File: config.mk
export PLATFORM = sky130hd
export DESIGN_NAME = placar_bcd
export DESIGN_NICKNAME = d
export VERILOG_FILES = /design/src/rtl/placar_bcd.sv
export SDC_FILE = /design/constraint.sdc
export NUM_CORES = 1
export LEC_CHECK = 0
export CELL_PAD_IN_SITES_DETAIL_PLACEMENT = 0
export CELL_PAD_IN_SITES_GLOBAL_PLACEMENT = 1
export CORE_MARGIN = 2
export CORE_UTILIZATION = 47
export DETAILED_ROUTE_END_ITERATION = 10
export GPL_TIMING_DRIVEN = 0
export PLACE_DENSITY = 0.83
export SYNTH_ARGS = -nofsm -noshare
export SYNTH_HDL_FRONTEND = slang
export SYNTH_SLANG_ARGS = --single-unit
File: constraint.sdc
create_clock -name clk -period 5.3 [get_ports clk]
set_input_delay 1.06 -clock clk [delete_from_list [all_inputs] [get_ports clk]]
set_output_delay 1.06 -clock clk [all_outputs]
set_load 0.05 [all_outputs]
File: src/rtl/placar_bcd.sv
// rtl/placar_bcd.sv - two-digit BCD scoreboard with debounced inc/dec push buttons
module placar_bcd #(
    parameter int DEBOUNCE_CICLOS = 500000
) (
    input  logic       clk,
    input  logic       rst_n,
    input  logic       btn_inc_n,
    input  logic       btn_dec_n,
    input  logic       zerar,
    output logic [7:0] saida,
    output logic       estouro
);

    // Counter only has to reach DEBOUNCE_CICLOS-1, so clog2 bits are enough.
    localparam int             CW      = (DEBOUNCE_CICLOS > 1) ? $clog2(DEBOUNCE_CICLOS) : 1;
    localparam logic [CW-1:0]  CNT_MAX = CW'(DEBOUNCE_CICLOS - 1);

    // Index 0 is the increment button, index 1 the decrement button.
    logic [1:0]    w_btn;
    logic [1:0]    r_sync1;
    logic [1:0]    r_sync2;
    logic [1:0]    r_stable;
    logic [1:0]    r_stable_q;
    logic [1:0]    r_evt;
    logic [CW-1:0] r_cnt [0:1];

    logic [3:0]    r_units;
    logic [3:0]    r_tens;
    logic          r_estouro;

    logic          w_do_inc;
    logic          w_do_dec;
    logic [3:0]    w_units_nx;
    logic [3:0]    w_tens_nx;
    logic          w_wrap;

    assign w_btn = {btn_dec_n, btn_inc_n};

    // Two-flop synchronizers; idle level is 1 (button released).
    always_ff @(posedge clk or negedge rst_n) begin
        if (!rst_n) begin
            r_sync1 <= 2'b11;
            r_sync2 <= 2'b11;
        end else begin
            r_sync1 <= w_btn;
            r_sync2 <= r_sync1;
        end
    end

    // Debouncers: the stable level follows only after DEBOUNCE_CICLOS consecutive differing samples.
    always_ff @(posedge clk or negedge rst_n) begin
        if (!rst_n) begin
            r_stable <= 2'b11;
            for (int i = 0; i < 2; i++) begin
                r_cnt[i] <= '0;
            end
        end else begin
            for (int i = 0; i < 2; i++) begin
                if (r_sync2[i] == r_stable[i]) begin
                    r_cnt[i] <= '0;
                end else if (r_cnt[i] == CNT_MAX) begin
                    r_stable[i] <= r_sync2[i];
                    r_cnt[i]    <= '0;
                end else begin
                    r_cnt[i] <= r_cnt[i] + CW'(1);
                end
            end
        end
    end

    // Press events: registered one-cycle pulse on a 1->0 transition of the stable level.
    always_ff @(posedge clk or negedge rst_n) begin
        if (!rst_n) begin
            r_stable_q <= 2'b11;
            r_evt      <= 2'b00;
        end else begin
            r_stable_q <= r_stable;
            r_evt      <= r_stable_q & ~r_stable;
        end
    end

    // Simultaneous increment and decrement events cancel each other.
    assign w_do_inc = r_evt[0] & ~r_evt[1];
    assign w_do_dec = r_evt[1] & ~r_evt[0];

    // Next BCD value: carry/borrow between digits, wrap on 99, saturate at 00.
    always_comb begin
        w_units_nx = r_units;
        w_tens_nx  = r_tens;
        w_wrap     = 1'b0;
        if (w_do_inc) begin
            if (r_units < 4'd9) begin
                w_units_nx = r_units + 4'd1;
            end else if (r_tens < 4'd9) begin
                w_units_nx = 4'd0;
                w_tens_nx  = r_tens + 4'd1;
            end else begin
                w_units_nx = 4'd0;
                w_tens_nx  = 4'd0;
                w_wrap     = 1'b1;
            end
        end else if (w_do_dec) begin
            if (r_units > 4'd0) begin
                w_units_nx = r_units - 4'd1;
            end else if (r_tens > 4'd0) begin
                w_units_nx = 4'd9;
                w_tens_nx  = r_tens - 4'd1;
            end
        end
    end

    // Score register; zerar overrides any event arriving in the same cycle.
    always_ff @(posedge clk or negedge rst_n) begin
        if (!rst_n) begin
            r_units   <= 4'd0;
            r_tens    <= 4'd0;
            r_estouro <= 1'b0;
        end else if (zerar) begin
            r_units   <= 4'd0;
            r_tens    <= 4'd0;
            r_estouro <= 1'b0;
        end else begin
            r_units   <= w_units_nx;
            r_tens    <= w_tens_nx;
            r_estouro <= w_wrap;
        end
    end

    assign saida   = {r_tens, r_units};
    assign estouro = r_estouro;

endmodule

# --- After elaboration in Yosys (flattened, before gate mapping) ---
# Cells that the tools add are included.
word_totals:
  ff_bits: 57
  latch_bits: 0
  mem_bits_rw: 0
  rom_bits: 0
  in_bits: 5
  output_inout_bits: 9
  wordCells: 63
  memories: 0
classes:
  addsub: 6
  mul: 0
  n_div: 0
  n_lt_le_gt_ge: 4
  n_eq_ne: 6
  shift: 0
  mux: 21
  bitwise_logic: 8
  reduce_logical: 7
op_table:
  columns: ["cell", "count"]
  rows:
  - ["$mux 19", 4]
  - ["$mux 4", 13]
  - ["$add 19x1->19 const B", 2]
  - ["$eq 19x19->1 const B", 2]
  - ["$add 4x1->4 const B", 2]
  - ["$gt 4x1->1 const B", 2]
  - ["$lt 4x4->1 const B", 2]
  - ["$sub 4x1->4 const B", 2]
  - ["$ne 3x3->1 const B", 2]
  - ["$reduce_and 2->1", 3]
  - ["$reduce_bool 3->1", 2]
  - ["$mux 1", 4]
  - ["$not 1->1", 4]
  - ["$reduce_and 4->1", 1]
  - ["$reduce_bool 4->1", 1]
  - ["$and 1x1->1", 2]
  - ["$and 2x2->2", 1]
  - ["$eq 1x1->1", 2]
  - ["$not 2->2", 1]

# --- Longest topological paths before layout ---
depth:
  word_depth: 6
  mapped_depth: 7
  depth_no_buf: 7

# --- Worst setup path before layout ---
# OpenSTA, ideal clock, no wires.
synth_timing:
  kind: "register -> register"
  startpoint: "register r_units[0]"
  endpoint: "register r_tens[0]"
  setup_time_ps: 125
  arrival_ps: 2009
  required_ps: 5175
  slack_ps: 3166
  stages_incl_launch_ff: 7
  path_buffers: 0
  period_less_slack_ps: 2134
  cell_sequence: "dfrtp_1 -> inv_1 -> ha_1 -> or3b_1 -> nor3b_2 -> nor3_4 -> mux2_4"
synth_between:
  elab_chain_len: 3
  elab_cells_between_ends: 5
  cone_classes: "2 x order compare; 2 x eq/ne; 1 x reduce/logical"
synth_rtl:
  columns: ["element", "line", "text"]
  rows:
  - ["from (decl)", "27", "logic [3:0] r_units;"]
  - ["from (signal assigned)", "123", "r_units <= w_units_nx;"]
  - ["$lt 4x4->1 or $gt 4x1->1 (tied branches)", "92, 103", null]
  - ["$ne 3x3->1 (no source line)", null, null]
  - ["$reduce_and 4->1 (no source line) *", null, null]
  - ["to (signal assigned)", "124", "r_tens <= w_tens_nx;"]
  - ["to (decl)", "28", "logic [3:0] r_tens;"]
# Mark *: on every way between the ends. The rest lies on a longest branch, timed or not.
# A chain may end at the register's enable or synchronous reset.

# --- Worst setup path after layout ---
layout_timing:
  startpoint: "register r_units[3]"
  endpoint: "output port saida[3]"
layout_lines:
  columns: ["element", "line", "text"]
  rows:
  - ["to (decl)", "10", "output logic [7:0] saida,"]
# No word-level cell between the ends.

==> impl_metrics.tcl <==
set metrics [dict create \
    rsz0062_at_grt "no" \
    synth_edf_count 0 \
    finalCriticalPeriod_ns 2.78 \
    hold_viol_final 0 \
    syn_inst 284 \
    cts_buffers 9 \
    critPathTopFamily "buffers and inverters" \
    core_um2 5890 \
    drc 0 \
    vias_per_cell 5.20 \
    cpPeakStageDelay_ns 0.87 \
    post-synth-top-count-cell "nor2_1" \
    final.fill_count 536 \
    ys.flop_type "dfrtp_1" \
    syn_nets 296 \
    async_flop_share 1.00 \
    cts_resized 0 \
    grtUsageTotal 0.172 \
    maxCapViolations 0 \
    synth_common_cells "53 x nor2_1, 49 x dfrtp_1, 22 x xor2_1" \
    whs_path_depth 0 \
    slowest_stage "clkdlybuf4s50_1" \
    fp.dieW_um 81.9 \
    grt_antenna_before_repair 0 \
    ioPinCount 14 \
    start_util 0.485 \
    clockBufferDepth 2 \
    powerDensity_nw_per_um2 341 \
    grt_max_degree 31 \
    fin_cells 387 \
    cts_tree "built" \
    diodes 0 \
    clock.fmax_ghz 0.360 \
    worstPathRequired_ns 4.24 \
    path_class "reg -> out" \
    max-slew-margin-rel 0.581 \
    leakagePower_nw 1.38 \
    post-route-period-util 0.524 \
    synth_area_leaders "dfrtp_1 43%, dfstp_2 7.4%, nor2_1 7.0%" \
    htree_levels 3 \
    grt_pass1_vias 1901 \
    clkSinkCount 57 \
    dp.cells 372 \
    grt_first_pass_wirelength_um 8640 \
    dp_hpwl_um 3400 \
    ys_seq_elements 57 \
    worstPathCellList "clkdlybuf4s50_1" \
    detail_route.first_pass.iterations 5 \
    tightest_slew_ns 0.624 \
    gp_congestion 0.808 \
    total_power_mw 1.11 \
    ctsRootBufferMaster "clkbuf_8" \
    seq_area_frac_synth 0.504 \
    overflow 0 \
    final_nets 320 \
    wl_per_cell_um 12.7 \
    crit_arrival_ns 1.72 \
    drive_above_1_share 0.135 \
    cts_hold_buf 0 \
    min_path_type "reg -> reg" \
    status "finished, final reports clean" \
    setup_viol 0 \
    slew_viol_final 0 \
    yosys.cell_types.count 42 \
    reg2regPathDepth 6 \
    critPathMaxFanout 9 \
    routed_wl_um 4910 \
    ant_nets 0 \
    startpoint_type "register" \
    syn_avg_cell_area_um2 10.0 \
    syn2layout_area_growth_pct 13.9 \
    synthesis.area_um2 2850 \
    clk_pin_slew_ns 0.06 \
    post_cts_buffers 0 \
    synth_top_area_frac 0.430 \
    ir_drop_v 0.000231 \
    worstSkewPairLatency_ns 0.33 \
    synth_top_cell_by_area "dfrtp_1" \
    die_y_um 81.9 \
    worstPathBufferInverterCount 1 \
    dieArea_um2 6710 \
    rows 28 \
    numPortBuffers 12 \
    routed-via-count 2012 \
    finalClockSkew_ns 0.00893 \
    path_depth 1 \
    drt_iter0_markers 110 \
    end_kind "output port" \
    yosys_warnings 0 \
    setup-tns-final_ns 0 \
]
-- sequential cells by signal, indices dropped and copies added, names as in the netlist --
register / flops
r_stable: 2
r_cnt: 38
r_units: 4
r_evt: 2
r_sync1: 2
r_sync2: 2
r_tens: 4
estouro: 1
r_stable_q: 2
-- metrics by stage --
step | util | hold slack, ns | setup WS, ns | cell area (um2)
floorplan | - | 0.345 | 3.17 | 2850
CTS | 0.552 | 0.362 | 2.52 | 3250
finish | 0.552 | 0.359 | 2.52 | 3250
global placement | 0.521 | 0.346 | 1.41 | 3070
global route | 0.552 | 0.365 | 2.46 | 3250
detailed placement | 0.524 | 0.353 | 2.88 | 3080
-- worst paths after layout --
check                                 from    endpoint  slack [ns]
worst min register to register  r_sync1[1]  r_sync2[1]        0.36
max in group asynchronous            rst_n  r_sync1[0]        3.89
min in group asynchronous            rst_n  r_units[2]        0.75
worst min-delay path            r_sync1[1]  r_sync2[1]        0.36
worst max register to register  r_units[0]   r_tens[0]        3.24
worst max-delay path            r_units[3]    saida[3]        2.52
-- layout by cell type, fill, tap and decap left out, drive strengths merged, types with 5 or more instances in the layout --
cell type	n
clkdlybuf4s50	11
dfstp	8
dfrtp	49
xnor2	15
inv	14
clkbuf	15
ha	7
nand2	21
nand3	16
nand4	11
nor2	53
buf	8
xor2	22
nor3	9
o21ai	5
a21oi	5
-- final cells by class --
type / instances / area (um2) / area share
buffer: 6 / 40.0 / 0.0123
clock buffer: 15 / 166 / 0.0512
inverter: 14 / 52.6 / 0.0162
multi-input combinational: 207 / 1320 / 0.408
sequential: 57 / 1440 / 0.442
tap: 75 / 93.8 / 0.0289
timing repair buffer: 13 / 135 / 0.0416
-- per-layer routing --
layer	vias to the layer above	track usage	routed length, um
li1	1010	-	-
met1	961	0.237	2500
met2	33	0.245	2120
met3	8	0.0527	186
met4	0	0.0850	95
met5	-	0	0
-- where the power goes --
part           switching, mW  internal, mW  total [mW]  leakage, nW
clock network          0.157         0.194       0.351       0.0838
logic                  0.150         0.103       0.253        0.548
registers             0.0406         0.462       0.503        0.752
-- cell families (layout without fill, tap and decap cells) --
logic type               Yosys count  count (layout)  synth area share
flip-flops                        57              57             0.504
XOR/XNOR                          37              37             0.114
AO/OA/AOI/OAI                     24              24            0.0645
multiplexers                       4               4            0.0184
AND/OR/NAND/NOR                  135             135             0.237
buffers and inverters             20              48            0.0325
adder cells (fa/ha/maj)            7               7            0.0307
Note: power is estimated with default switching activity, not from simulation.
